### src/rtl/ct_loader_if.sv
// rtl/ct_loader_if.sv - byte stream, ct RAM write port and start handshakes of the ct loader
interface ct_loader_if;
   logic       en;
   logic       rdy;
   logic [7:0] in_data;
   logic       in_valid;
   logic       in_last;
   logic       in_ready;
   logic [7:0] ct_addr;
   logic [7:0] ct_wrdata;
   logic       ct_wren;
   logic       arc4_rdy;
   logic       arc4_en;
   logic       overflow;
   logic       done;

   // loader side
   modport slave (
      input  en, in_data, in_valid, in_last, arc4_rdy,
      output rdy, in_ready, ct_addr, ct_wrdata, ct_wren, arc4_en, overflow, done
   );

   // system side: stream source, RAM, decryptor
   modport master (
      output en, in_data, in_valid, in_last, arc4_rdy,
      input  rdy, in_ready, ct_addr, ct_wrdata, ct_wren, arc4_en, overflow, done
   );
endinterface

### src/rtl/ct_loader.sv
// rtl/ct_loader.sv - fills the ct RAM with a length-prefixed message, then starts the ARC4 decryptor
module ct_loader #(
   parameter int MAX_LEN = 255
) (
   input logic       clk,
   input logic       rst,
   ct_loader_if.slave bus
);

   localparam logic [7:0] MAX_LEN_B = 8'(MAX_LEN);

   typedef enum logic [2:0] {
      IDLE    = 3'd0,
      RECV    = 3'd1,
      WRLEN   = 3'd2,
      WAITRDY = 3'd3,
      START   = 3'd4
   } state_t;

   state_t     state;
   state_t     state_nxt;
   logic [7:0] cnt;
   logic       xfer;

   // in_ready is a pure decode of the state register, so a transfer is simply valid while in RECV
   assign xfer = bus.in_valid && (state == RECV);

   // state register
   always_ff @(posedge clk or posedge rst) begin
      if (rst) state <= IDLE;
      else     state <= state_nxt;
   end

   // next-state logic; WAITRDY only leaves once the length write has retired (ct_wren low)
   always_comb begin
      state_nxt = state;
      case (state)
         IDLE:    if (bus.en) state_nxt = RECV;
         RECV:    if (xfer && bus.in_last) state_nxt = WRLEN;
         WRLEN:   state_nxt = WAITRDY;
         WAITRDY: if (bus.arc4_rdy && !bus.ct_wren) state_nxt = START;
         START:   state_nxt = IDLE;
         default: state_nxt = IDLE;
      endcase
   end

   // state decodes: idle/ready flags and the single-cycle start pulse
   always_comb begin
      bus.rdy      = 1'b0;
      bus.in_ready = 1'b0;
      bus.arc4_en  = 1'b0;
      bus.done     = 1'b0;
      case (state)
         IDLE:    bus.rdy = 1'b1;
         RECV:    bus.in_ready = 1'b1;
         START: begin
            bus.arc4_en = 1'b1;
            bus.done    = 1'b1;
         end
         default: ;
      endcase
   end

   // datapath: byte counter, overflow flag and the registered RAM write port
   always_ff @(posedge clk or posedge rst) begin
      if (rst) begin
         cnt           <= 8'd0;
         bus.overflow  <= 1'b0;
         bus.ct_wren   <= 1'b0;
         bus.ct_addr   <= 8'd0;
         bus.ct_wrdata <= 8'd0;
      end else begin
         bus.ct_wren <= 1'b0;
         case (state)
            IDLE: begin
               if (bus.en) begin
                  cnt          <= 8'd0;
                  bus.overflow <= 1'b0;
               end
            end
            RECV: begin
               if (xfer) begin
                  if (cnt < MAX_LEN_B) begin
                     bus.ct_wren   <= 1'b1;
                     bus.ct_addr   <= cnt + 8'd1;
                     bus.ct_wrdata <= bus.in_data;
                     cnt           <= cnt + 8'd1;
                  end else begin
                     // excess bytes are still consumed so the source never stalls
                     bus.overflow <= 1'b1;
                  end
               end
            end
            WRLEN: begin
               // cnt never passes MAX_LEN, so it already is the saturated length
               bus.ct_wren   <= 1'b1;
               bus.ct_addr   <= 8'd0;
               bus.ct_wrdata <= cnt;
            end
            default: ;
         endcase
      end
   end

endmodule

### src/flat_wrapper.sv
// flat-port wrapper written by rule: the top's interface ports become plain ports
module ct_loader_flat 
#(
   parameter int MAX_LEN = 255
)
  (clk, rst, bus_en, bus_in_data, bus_in_valid, bus_in_last, bus_arc4_rdy, bus_rdy, bus_in_ready, bus_ct_addr, bus_ct_wrdata, bus_ct_wren, bus_arc4_en, bus_overflow, bus_done);
  ct_loader_if bus_i ();
  input logic clk;
  input logic rst;
  input wire logic [$bits(bus_i.en)-1:0] bus_en;
  input wire logic [$bits(bus_i.in_data)-1:0] bus_in_data;
  input wire logic [$bits(bus_i.in_valid)-1:0] bus_in_valid;
  input wire logic [$bits(bus_i.in_last)-1:0] bus_in_last;
  input wire logic [$bits(bus_i.arc4_rdy)-1:0] bus_arc4_rdy;
  output wire logic [$bits(bus_i.rdy)-1:0] bus_rdy;
  output wire logic [$bits(bus_i.in_ready)-1:0] bus_in_ready;
  output wire logic [$bits(bus_i.ct_addr)-1:0] bus_ct_addr;
  output wire logic [$bits(bus_i.ct_wrdata)-1:0] bus_ct_wrdata;
  output wire logic [$bits(bus_i.ct_wren)-1:0] bus_ct_wren;
  output wire logic [$bits(bus_i.arc4_en)-1:0] bus_arc4_en;
  output wire logic [$bits(bus_i.overflow)-1:0] bus_overflow;
  output wire logic [$bits(bus_i.done)-1:0] bus_done;
  assign bus_i.en = bus_en;
  assign bus_i.in_data = bus_in_data;
  assign bus_i.in_valid = bus_in_valid;
  assign bus_i.in_last = bus_in_last;
  assign bus_i.arc4_rdy = bus_arc4_rdy;
  assign bus_rdy = bus_i.rdy;
  assign bus_in_ready = bus_i.in_ready;
  assign bus_ct_addr = bus_i.ct_addr;
  assign bus_ct_wrdata = bus_i.ct_wrdata;
  assign bus_ct_wren = bus_i.ct_wren;
  assign bus_arc4_en = bus_i.arc4_en;
  assign bus_overflow = bus_i.overflow;
  assign bus_done = bus_i.done;
  ct_loader #(.MAX_LEN(MAX_LEN)) u_core (.clk(clk), .rst(rst), .bus(bus_i));
endmodule
### config.mk
export PLATFORM = sky130hd
export DESIGN_NAME = ct_loader_flat
export DESIGN_NICKNAME = d
export VERILOG_FILES = /design/src/rtl/ct_loader_if.sv /design/src/rtl/ct_loader.sv /design/src/flat_wrapper.sv
export SDC_FILE = /design/constraint.sdc
export NUM_CORES = 1
export LEC_CHECK = 0
export ABC_AREA = 1
export CORE_ASPECT_RATIO = 1.5
export CORE_MARGIN = 2
export CORE_UTILIZATION = 40
export CTS_BUF_LIST = sky130_fd_sc_hd__clkbuf_16
export CTS_CLUSTER_DIAMETER = 30
export DETAILED_ROUTE_END_ITERATION = 16
export PLACE_DENSITY = 0.69
export SYNTH_ARGS = -nofsm -noshare
export SYNTH_HDL_FRONTEND = slang
export SYNTH_SLANG_ARGS = --single-unit
### constraint.sdc
create_clock -name clk -period 1.8 [get_ports clk]
set_clock_uncertainty 0.1 [all_clocks]
set_input_delay 0.18 -clock clk [delete_from_list [all_inputs] [get_ports clk]]
set_output_delay 0.18 -clock clk [all_outputs]
set_load 0.02 [all_outputs]
==> results.md <==
* Status: complete, no violations
* Asr flop ratio synth at 1.00
* Cell Count, Final, Fillers Out at 280
* Initial DRC count at 40
* CTS tree: yes
* Net count after synthesis at 208
* Area of the multi-input gates at 739 sq um
* Initial antenna violation count at 0
* CTS Buffer Depth at 2
* Commonest cells post-synth: nand2_1, dfrtp_1, nand3_1
* Floorplan die height at 81.0 microns
* Post-cts hold buffer count at 0
* Netlist cell types at 25
* Top_reg_cell synth: dfrtp_1
* Final Routed Wirelength at 3590 microns
* Buf/Inv on CP at 2
* Layout cells sized above 1 at 0.153
* Most numerous cell in the Yosys netlist: nand2_1
* Register area at 726 sq um
* Post-CTS Setup Bufs at 0
* Resized cells post-CTS at 4
* Setup_tns at 0 ps
* Post-synth EDFFs at 0
* Tmin final at 1620 ps
* Number of fillers in the final layout at 360
* Met3 WL post-DR at 164 microns
* Worst Hold Class: input pin to asynchronous set/reset pin
* I/O Pins at 36
* CP max FO at 6
* Vias per cell at 4.93
* Antenna viol nets, final at 0
* TritonRoute pass-1 iters at 4
* Met2 WL post-DR at 1880 microns
* All-Layer GR Usage at 0.179
* Cell breakdown of the critical path: inv_2 -> nand2_1 -> nor2_2 -> dlygate4sd2_1
* CP required at 1520 ps
* DP Cell Count at 272
* Number of global-route vias before repair at 1,286
* Power, Total at 3.42 mW
* Area contributors post-synth: dfrtp_1, nand2_1, nand3_2, nand3_1, inv_1
* Worst Tran Pin Value at 379 ps
* Startpoint class of the critical path: flip-flop
* Largest area contributor in the netlist: dfrtp_1
* CTS HTree Levels at 2
* Crit path kind: flip-flop to output port
* Via count at 1,379
* Slew HR at 0.747
* Setup slack at placement at 176 ps
* Slowest CP cell: dfrtp_1
* Xor/xnor share of the synthesized area at 0.00554
* Wire length on met1 at 1420 microns
* Core area at 3850 sq um
* Antenna diode count at 0
* Peak VDD IR at 0.866 mV
* Mux contribution to synthesized area at 0
* Yosys reg bits at 29
* Cell area after synthesis at 1580 sq um
* Clock sinks at 29
* Nets at 249
* Synthesis-to-finish area growth at 34.8%
* Post-synthesis simple-gate area fraction at 0.419
* Detailed Place HPWL at 2640 microns
* Arrival @ worst endpoint at 1340 ps
* Largest stage delay, worst path at 460 ps
* Crit end category: output port
* Leak Pwr at 1.13 nW
* Max-slew violation count at 0
* Adder-cell area share of the yosys netlist at 0.00792
* WHS at 178 ps
* Clock-pin slew of the registers on the worst-case setup and hold paths at 50 ps
* Die area at 4480 sq um
* Pin count of the biggest net entering global routing at 30
* Total CTS buffers at 5
* Routed len/inst at 12.8 microns
* Peak Freq at 617 MHz
* Clk_lat worst skew at 270 ps
* Initial core utilization at 0.410
* Residual DRC count at 0
* Synth Area in Compound Gates at 0.0356
* PwrDens at 1600 nW/um^2
* IO Port Bufs at 35
* Fin crit share at 0.901
* Clock Root Buffer: clkbuf_16
* Main combinational cell family by area after synthesis: simple AND/OR/NAND/NOR gates
* GRT Residual Overflow at 0
* Synth warn at 0
* Syn_area_per_cell at 8.19 sq um
* Row count at 28
* Setup-failing EPs final at 0
* Max-Cap Viols at 0
* First-pass GRT wire length at 5980 microns
* Die width at 55.3 microns
* Cell count after synthesis at 193
* Max Used Layer: met4
* Final hold viol count at 0
* RSZ-0062 raised after global routing: false
* CP top delay family: flip-flops
* Sequential element share of the synthesized area at 0.459
* Final setup margin at 179 ps
* Synth top area share at 0.459
* Routability congestion estimate at 0.805
==> layer usage <==
metal | track usage | vias up
met5 | 0 | -
met4 | 0.105 | 0
met3 | 0.0494 | 7
met2 | 0.317 | 37
met1 | 0.191 | 641
li1 | - | 694
==> state kept, by name, summed over array words and instances (netlist names) <==
signal / count
u_core.cnt: 8
u_core.bus.ct_wren: 1
u_core.state: 3
u_core.bus.ct_addr: 8
u_core.bus.overflow: 1
u_core.bus.ct_wrdata: 8
==> report_power, final <==
group / switching, mW / internal, mW / total (mW)
Sequential: 0.189 / 0.837 / 1.03
Clock: 0.271 / 0.640 / 0.911
Combinational: 0.872 / 0.608 / 1.48
Total: 1.33 / 2.09 / 3.42
==> cells in the final DEF, fill, tap and decap left out, types with 4 or more instances in the layout <==
master           count
nand2_1             79
dlygate4sd2_1        4
buf_4                5
nand3_1             20
clkdlybuf4s50_1     31
inv_1               15
nor2_1               5
o21ai_0              6
dfrtp_1             29
nand3_2             11
nor2_4               4
clkbuf_16            5
==> area by class of cell <==
| class | instances | area share |
|---|---|---|
| clock inverters | 3 | 0.0176 |
| clock buffers | 5 | 0.0588 |
| flip-flops and latches | 29 | 0.341 |
| multi-input cells | 142 | 0.347 |
| inverters | 16 | 0.0294 |
| repair buffers | 40 | 0.180 |
| well taps | 45 | 0.0264 |
==> tightest hold or removal path, cell delays in order <==
cell,delay (ps)
clkdlybuf4s50_1,390
inv_1,50
buf_4,330
==> final timing paths <==
kind                                                       from                                   to  slack, ps  cells past startpoint
worst max-delay path                u_core.state[1]$_DFFE_PP0P_                         bus_in_ready        180                      4
worst max register to register        u_core.cnt[1]$_DFFE_PP0P_            u_core.cnt[6]$_DFFE_PP0P_        220                      8
min in group clk                u_core.bus.overflow$_DFFE_PP0P_      u_core.bus.overflow$_DFFE_PP0P_        390                      1
worst min register to register  u_core.bus.overflow$_DFFE_PP0P_      u_core.bus.overflow$_DFFE_PP0P_        390                      1
worst min-delay path                                        rst  u_core.bus.ct_wrdata[3]$_DFFE_PP0P_        180                      3
max in group asynchronous                                   rst  u_core.bus.ct_wrdata[2]$_DFFE_PP0P_       1130                      3
==> logic make-up (layout without fill, tap and decap cells) <==
logic type	after synthesis	after routing
buffers and inverters	22	64
and+or+nand+nor	130	130
DFF	29	29
adders and majority gates	1	1
xor gates and xnor gates	1	1
AOI/OAI and AO/OA	10	10
==> per-stage QoR <==
step,area (sq um),utilization
after floorplan,1580,-
after global placement,1970,0.512
after detailed placement,1970,0.512
after CTS,2130,0.553
after global routing,2130,0.553
final,2130,0.553
Power figures use the tool's default switching activity.
